File: src/rtl/bsg_nonsynth_arr_capture.sv
// Captures a valid/ready word stream into an els_p-entry array and exposes the
// captured words, oldest first, through a combinational read port.
module bsg_nonsynth_arr_capture #(
  parameter int width_p = 32,
  parameter int els_p   = 4,
  parameter int wrap_p  = 0,
  localparam int lg_els_lp = $clog2(els_p),
  localparam int cnt_w_lp  = $clog2(els_p + 1)
) (
  input  logic                 clk_i,
  input  logic                 reset_i,
  input  logic                 clear_i,
  input  logic                 v_i,
  input  logic [width_p-1:0]   data_i,
  output logic                 ready_o,
  input  logic [lg_els_lp-1:0] r_addr_i,
  output logic [width_p-1:0]   r_data_o,
  output logic [cnt_w_lp-1:0]  count_o,
  output logic                 full_o,
  output logic                 overflow_o
);

  if (els_p < 2) begin : g_els_check
    $error("bsg_nonsynth_arr_capture: els_p must be >= 2");
  end

  // one extra bit so oldest + r_addr_i never overflows before the modulo
  localparam int sum_w_lp = lg_els_lp + 1;
  localparam logic                 wrap_en_lp  = (wrap_p != 0);
  localparam logic [lg_els_lp-1:0] ptr_last_lp = lg_els_lp'(els_p - 1);
  localparam logic [cnt_w_lp-1:0]  cnt_max_lp  = cnt_w_lp'(els_p);
  localparam logic [cnt_w_lp-1:0]  cnt_last_lp = cnt_w_lp'(els_p - 1);
  localparam logic [sum_w_lp-1:0]  els_sum_lp  = sum_w_lp'(els_p);

  typedef enum logic [1:0] {
    e_empty = 2'd0,
    e_fill  = 2'd1,
    e_full  = 2'd2
  } state_e;

  state_e               state_r, state_next_s;
  logic [cnt_w_lp-1:0]  count_r, count_next_s;
  logic [lg_els_lp-1:0] wptr_r, wptr_next_s;
  logic                 ovf_r, ovf_next_s;
  logic                 ready_s, accept_s, lost_s, is_full_s;
  logic [width_p-1:0]   mem_r [els_p];

  logic [lg_els_lp-1:0] oldest_s;
  logic [sum_w_lp-1:0]  sum_s, phys_s;
  logic                 in_range_s;

  function automatic logic [lg_els_lp-1:0] wptr_inc(input logic [lg_els_lp-1:0] p);
    if (p == ptr_last_lp) begin
      return '0;
    end else begin
      return p + lg_els_lp'(1);
    end
  endfunction

  assign is_full_s = (state_r == e_full);
  assign ready_s   = ~clear_i & (~is_full_s | wrap_en_lp);
  assign accept_s  = v_i & ready_s;
  // in wrap mode a loss is an overwrite; otherwise it is a stalled producer
  assign lost_s    = is_full_s & (wrap_en_lp ? accept_s : v_i);

  assign ready_o    = ready_s;
  assign count_o    = count_r;
  assign full_o     = is_full_s;
  assign overflow_o = ovf_r;

  // next-state decode for the capture FSM, pointer, count and sticky overflow
  always_comb begin
    state_next_s = state_r;
    count_next_s = count_r;
    wptr_next_s  = wptr_r;
    ovf_next_s   = ovf_r;
    if (clear_i) begin
      state_next_s = e_empty;
      count_next_s = '0;
      wptr_next_s  = '0;
      ovf_next_s   = 1'b0;
    end else begin
      if (accept_s) begin
        wptr_next_s = wptr_inc(wptr_r);
        if (count_r != cnt_max_lp) begin
          count_next_s = count_r + cnt_w_lp'(1);
        end else begin
          count_next_s = count_r;
        end
        case (state_r)
          e_empty: state_next_s = e_fill;
          e_fill:  state_next_s = (count_r == cnt_last_lp) ? e_full : e_fill;
          e_full:  state_next_s = e_full;
          default: state_next_s = e_empty;
        endcase
      end else begin
        state_next_s = state_r;
        count_next_s = count_r;
        wptr_next_s  = wptr_r;
      end
      if (lost_s) begin
        ovf_next_s = 1'b1;
      end else begin
        ovf_next_s = ovf_r;
      end
    end
  end

  // capture FSM state and its registered outputs
  always_ff @(posedge clk_i or posedge reset_i) begin
    if (reset_i) begin
      state_r <= e_empty;
      count_r <= '0;
      wptr_r  <= '0;
      ovf_r   <= 1'b0;
    end else begin
      state_r <= state_next_s;
      count_r <= count_next_s;
      wptr_r  <= wptr_next_s;
      ovf_r   <= ovf_next_s;
    end
  end

  // capture storage; clear_i leaves contents alone since count hides them
  always_ff @(posedge clk_i or posedge reset_i) begin
    if (reset_i) begin
      for (int i = 0; i < els_p; i++) begin
        mem_r[i] <= '0;
      end
    end else if (accept_s) begin
      mem_r[wptr_r] <= data_i;
    end
  end

  // logical-to-physical read mapping with a single conditional subtract
  always_comb begin
    oldest_s   = is_full_s ? wptr_r : '0;
    sum_s      = sum_w_lp'(oldest_s) + sum_w_lp'(r_addr_i);
    in_range_s = (sum_w_lp'(r_addr_i) < sum_w_lp'(count_r));
    if (sum_s >= els_sum_lp) begin
      phys_s = sum_s - els_sum_lp;
    end else begin
      phys_s = sum_s;
    end
    if (in_range_s) begin
      r_data_o = mem_r[phys_s[lg_els_lp-1:0]];
    end else begin
      r_data_o = '0;
    end
  end

endmodule

File: config.mk
export PLATFORM = sky130hd
export DESIGN_NAME = bsg_nonsynth_arr_capture
export DESIGN_NICKNAME = d
export VERILOG_FILES = /design/src/rtl/bsg_nonsynth_arr_capture.sv
export SDC_FILE = /design/constraint.sdc
export NUM_CORES = 1
export LEC_CHECK = 0
export BUFFER_PORTS_ARGS = -buffer_cell sky130_fd_sc_hd__buf_2
export CORE_ASPECT_RATIO = 0.8
export CORE_MARGIN = 2
export CORE_UTILIZATION = 44
export DETAILED_ROUTE_END_ITERATION = 7
export SLEW_MARGIN = 20
export SYNTH_ARGS = -nofsm -noshare
export SYNTH_HDL_FRONTEND = slang
export SYNTH_SLANG_ARGS = --single-unit
export TNS_END_PERCENT = 1
File: constraint.sdc
create_clock -name clk_i -period 9.51 [get_ports clk_i]
set_clock_uncertainty 0.05 [all_clocks]
set_input_delay 0 -clock clk_i [delete_from_list [all_inputs] [get_ports clk_i]]
set_output_delay 0 -clock clk_i [all_outputs]
set_load 0.01 [all_outputs]
==> key figures <==
Timing
  • Final Hold Viols: 0
  • Rel. slew slack: 38.2%
  • Tmin final: 3320 ps
  • Unrepaired setup endpoints after global routing: false
  • Max-slew violation total from the final report: 0
  • Actual slew at the worst max-slew pin: 927 ps
  • Max Freq: about 300 MHz
  • Fin Setup TNS: 0 ps
  • Final Cycle Share: a little over a third
  • Final setup fails: 0

CTS
  • Bufs on Longest Clock Path: 2
  • CTS tree: yes
  • CTS sink cnt: about 140
  • Clk Latency, worst-skew pair: 410 ps
  • TritonCTS Buffers: 17
  • Clock Tree Root: clkbuf_16
  • Clock transition at path regs: approximately 60 ps
  • H-tree lvl count: 4

Min path
  • Worst hold path class: input pin to async pin

Drt
  • Drt via density: 5.35
  • Routed wire length: between 15 and 20 mm
  • Routed via count: roughly 4500
  • WL per Instance: roughly 18 microns
  • Number of detailed-route iterations in the first pass: 5
  • Iteration-0 DRC Markers: about 170
  • Detail Route Antenna Nets: 0
  • DRC Markers: 0

Setup path
  • CP top delay family: buffers and inverters
  • Cells on worst reg2reg path: 3
  • Slowest-stage cell, CP: nand2b_1
  • End of the critical path: r_data_o[18]
  • Worst Path Arrival: ~3300 ps
  • Element type at the critical path end: primary output
  • Reg-to-Reg Start: state_r[0]$_DFFE_PP0P_
  • Crit path cell chain: nand2b_1 -> nor2_1 -> ha_4 -> xor2_1 -> xnor2_4 -> buf_4 -> mux2i_1 -> buf_2
  • Worst setup path start: state_r[0]$_DFFE_PP0P_
  • Critical path depth in cells: 8
  • Max FO, Critical Path: 22
  • R2r endpoint: mem_r[15]$_DFFE_PP0P_
  • CP Launch Type: flip-flop
  • CP max stage delay: approximately 500 ps
  • Reg2reg setup slack: roughly 7200 ps
  • Kind of critical path: flip-flop to primary output
  • Req. time, crit path: about 9500 ps
  • CP Buf/Inv Count: 2

Logic synthesis
  • Xor/xnor share of the synthesized area: 0.348%
  • Synth Area in Compound Gates: around 5.2%
  • Flop and latch count out of synthesis: ~140
  • Seq/Total Area, Yosys: 47.3%
  • Ys Warns: 0
  • Largest family of logic cells by synthesized area: multiplexers
  • Syn_nets: 561
  • Mux share of post-synthesis cell area: between 30% and 40%
  • Syn Area/Cell: 14.0 sq um
  • Syn Inst Count: between 500 and 600
  • Adder-Cell Fraction of Synth Area: 1.57%
  • Number of distinct library cells after synthesis: 28
  • Simple-Gate Fraction of Synth Area: roughly 2.4%
  • Post-synthesis cell area: 7190 sq um

Status
  • Status: complete, no violations

Place
  • Port-buffer cells: 75
  • HPWL Detailed: between 8 and 9 mm
  • GPL Wtd Cong: 0.714

Floorplan
  • Initial Util: around 45%
  • Num rows: 41
  • Die width: around 150 microns
  • # IOs: between 70 and 80
  • Die Ht: ~120 microns
  • Die area: 17400 sq um
  • Core ar.: 15900 sq um

Power
  • Max rail drop VDD: 117 uV
  • Design Power: 1970 uW
  • PwrDens: around 230 nW/um^2
  • LEAKAGE: 0.00421 uW

Global routing
  • First-pass GRT wire length: approximately 26 mm
  • Total grt overflow: 0
  • Number of global-route vias before repair: ~5000
  • Number of antenna violations at the first check in global routing: 0
  • Largest net degree at the start of global routing: between 80 and 90
  • Gr usage total: 19.0%

Final layout
  • Layout cell share with drive strength beyond 1: between 50% and 60%
  • Layout Nets: around 660
  • Inserted Diodes: 0
  • Area grow syn2layout: 19.9%

Run
  • Max-cap violations: 0
[worst min-delay path by stage]
stage | startpoint | endpoint | depth (start not counted)
6_report | reset_i | count_o[0]$_DFFE_PP0P_ | 3
5_1_grt | reset_i | mem_r[86]$_DFFE_PP0P_ | 3
4_1_cts | reset_i | count_o[0]$_DFFE_PP0P_ | 3
3_5_place_dp | reset_i | count_o[0]$_DFFE_PP0P_ | 2
3_3_place_gp | reset_i | count_o[0]$_DFFE_PP0P_ | 2
2_1_floorplan | data_i[2] | mem_r[34]$_DFFE_PP0P_ | 1
[registers in the layout, indices dropped and copies added, names as in the netlist]
signal	cells
count_o	3
mem_r	128
overflow_o	1
state_r	2
wptr_r	2
[power breakdown]
group          total (uW)  leakage, uW  internal [uW]  switching (uW)
registers             793      0.00171            721            72.3
clock network         707     0.000313            451             256
logic                 471      0.00218            275             195
[per-stage QoR]
step | hold WS [ps] | std cells | cell area, sq um | utilization [%] | worst slack, ps
after floorplan | 81.7 | 514 | 7190 | - | 5820
after global placement | 8.27 | 771 | 7630 | 48.0 | 6710
after detailed placement | 15.8 | 771 | 7630 | 48.0 | 6630
after CTS | 121 | 838 | 8620 | 54.2 | 6170
after global routing | 166 | 838 | 8620 | 54.2 | 5950
final | 115 | 838 | 8620 | 54.2 | 6190
[cells in the mapped netlist (all sizes together)]
master / n / area [sq um]
a31oi: 1 / 6.26
dfrtp: 136 / 3400
mux2i: 34 / 340
nor2: 6 / 22.5
buf: 24 / 223
nand2: 3 / 11.3
or4: 1 / 7.51
xnor2: 1 / 16.3
mux2: 194 / 2460
nand3: 5 / 75.1
a21oi: 5 / 25.0
nand4b: 1 / 8.76
nor3b: 1 / 18.8
ha: 9 / 113
xor2: 1 / 8.76
o21bai: 1 / 11.3
o21ai: 66 / 330
and2b: 1 / 10.0
nand3b: 1 / 7.51
nand2b: 2 / 12.5
inv: 8 / 30.0
clkbuf: 13 / 48.8
[layout by cell type (no fill, tap or decap), types with 5 or more instances in the layout]
master           n
dfrtp_1        136
mux2_2         120
buf_2           75
mux2_4          73
o21ai_0         66
dlygate4sd3_1   36
mux2i_1         34
clkbuf_16       17
ha_1             8
inv_1            6
nor2_1           6
a21oi_1          5
[tightest hold or removal path, cell delays in order]
cell	delay, ps
dlygate4sd3_1	530
buf_2	140
inv_6	340
[routing by layer]
| metal | part of all wire [%] | vias to the layer above | GRT usage (%) | wire [microns] |
|---|---|---|---|---|
| met2 | 48 | 84 | 31.3 | 7480 |
| met3 | 2.9 | 16 | 3.51 | 456 |
| met4 | 1.3 | 0 | 6.19 | 194 |
| met5 | 0 | - | 0 | 0 |
| met1 | 48 | 2335 | 25.4 | 7360 |
| li1 | - | 2051 | - | - |
[repair_timing]
item	in CTS	in global routing
hold endpoints to repair	185	0
hold buffers	36	0
resized for setup	0	0
setup buffers	0	0
[area by class of cell]
class                           count  area (sq um)
Fill cell                        1347          7280
Multi-Input combinational cell    333          3510
Sequential cell                   136          3400
Timing Repair Buffer              115           769
Clock buffer                       19           453
Tap cell                          215           269
Clock inverter                     12           175
Inverter                            8          35.0
[kinds of logic (layout without fill, tap and decap cells)]
| logic type | count (synthesis) | after routing |
|---|---|---|
| and+or+nand+nor | 21 | 21 |
| xor gates and xnor gates | 2 | 2 |
| DFF | 136 | 136 |
| adders and majority gates | 9 | 9 |
| AOI/OAI and AO/OA | 73 | 73 |
| muxes | 228 | 228 |
| buffers and inverters | 45 | 154 |
No activity file was read; power rests on OpenSTA's default activity.
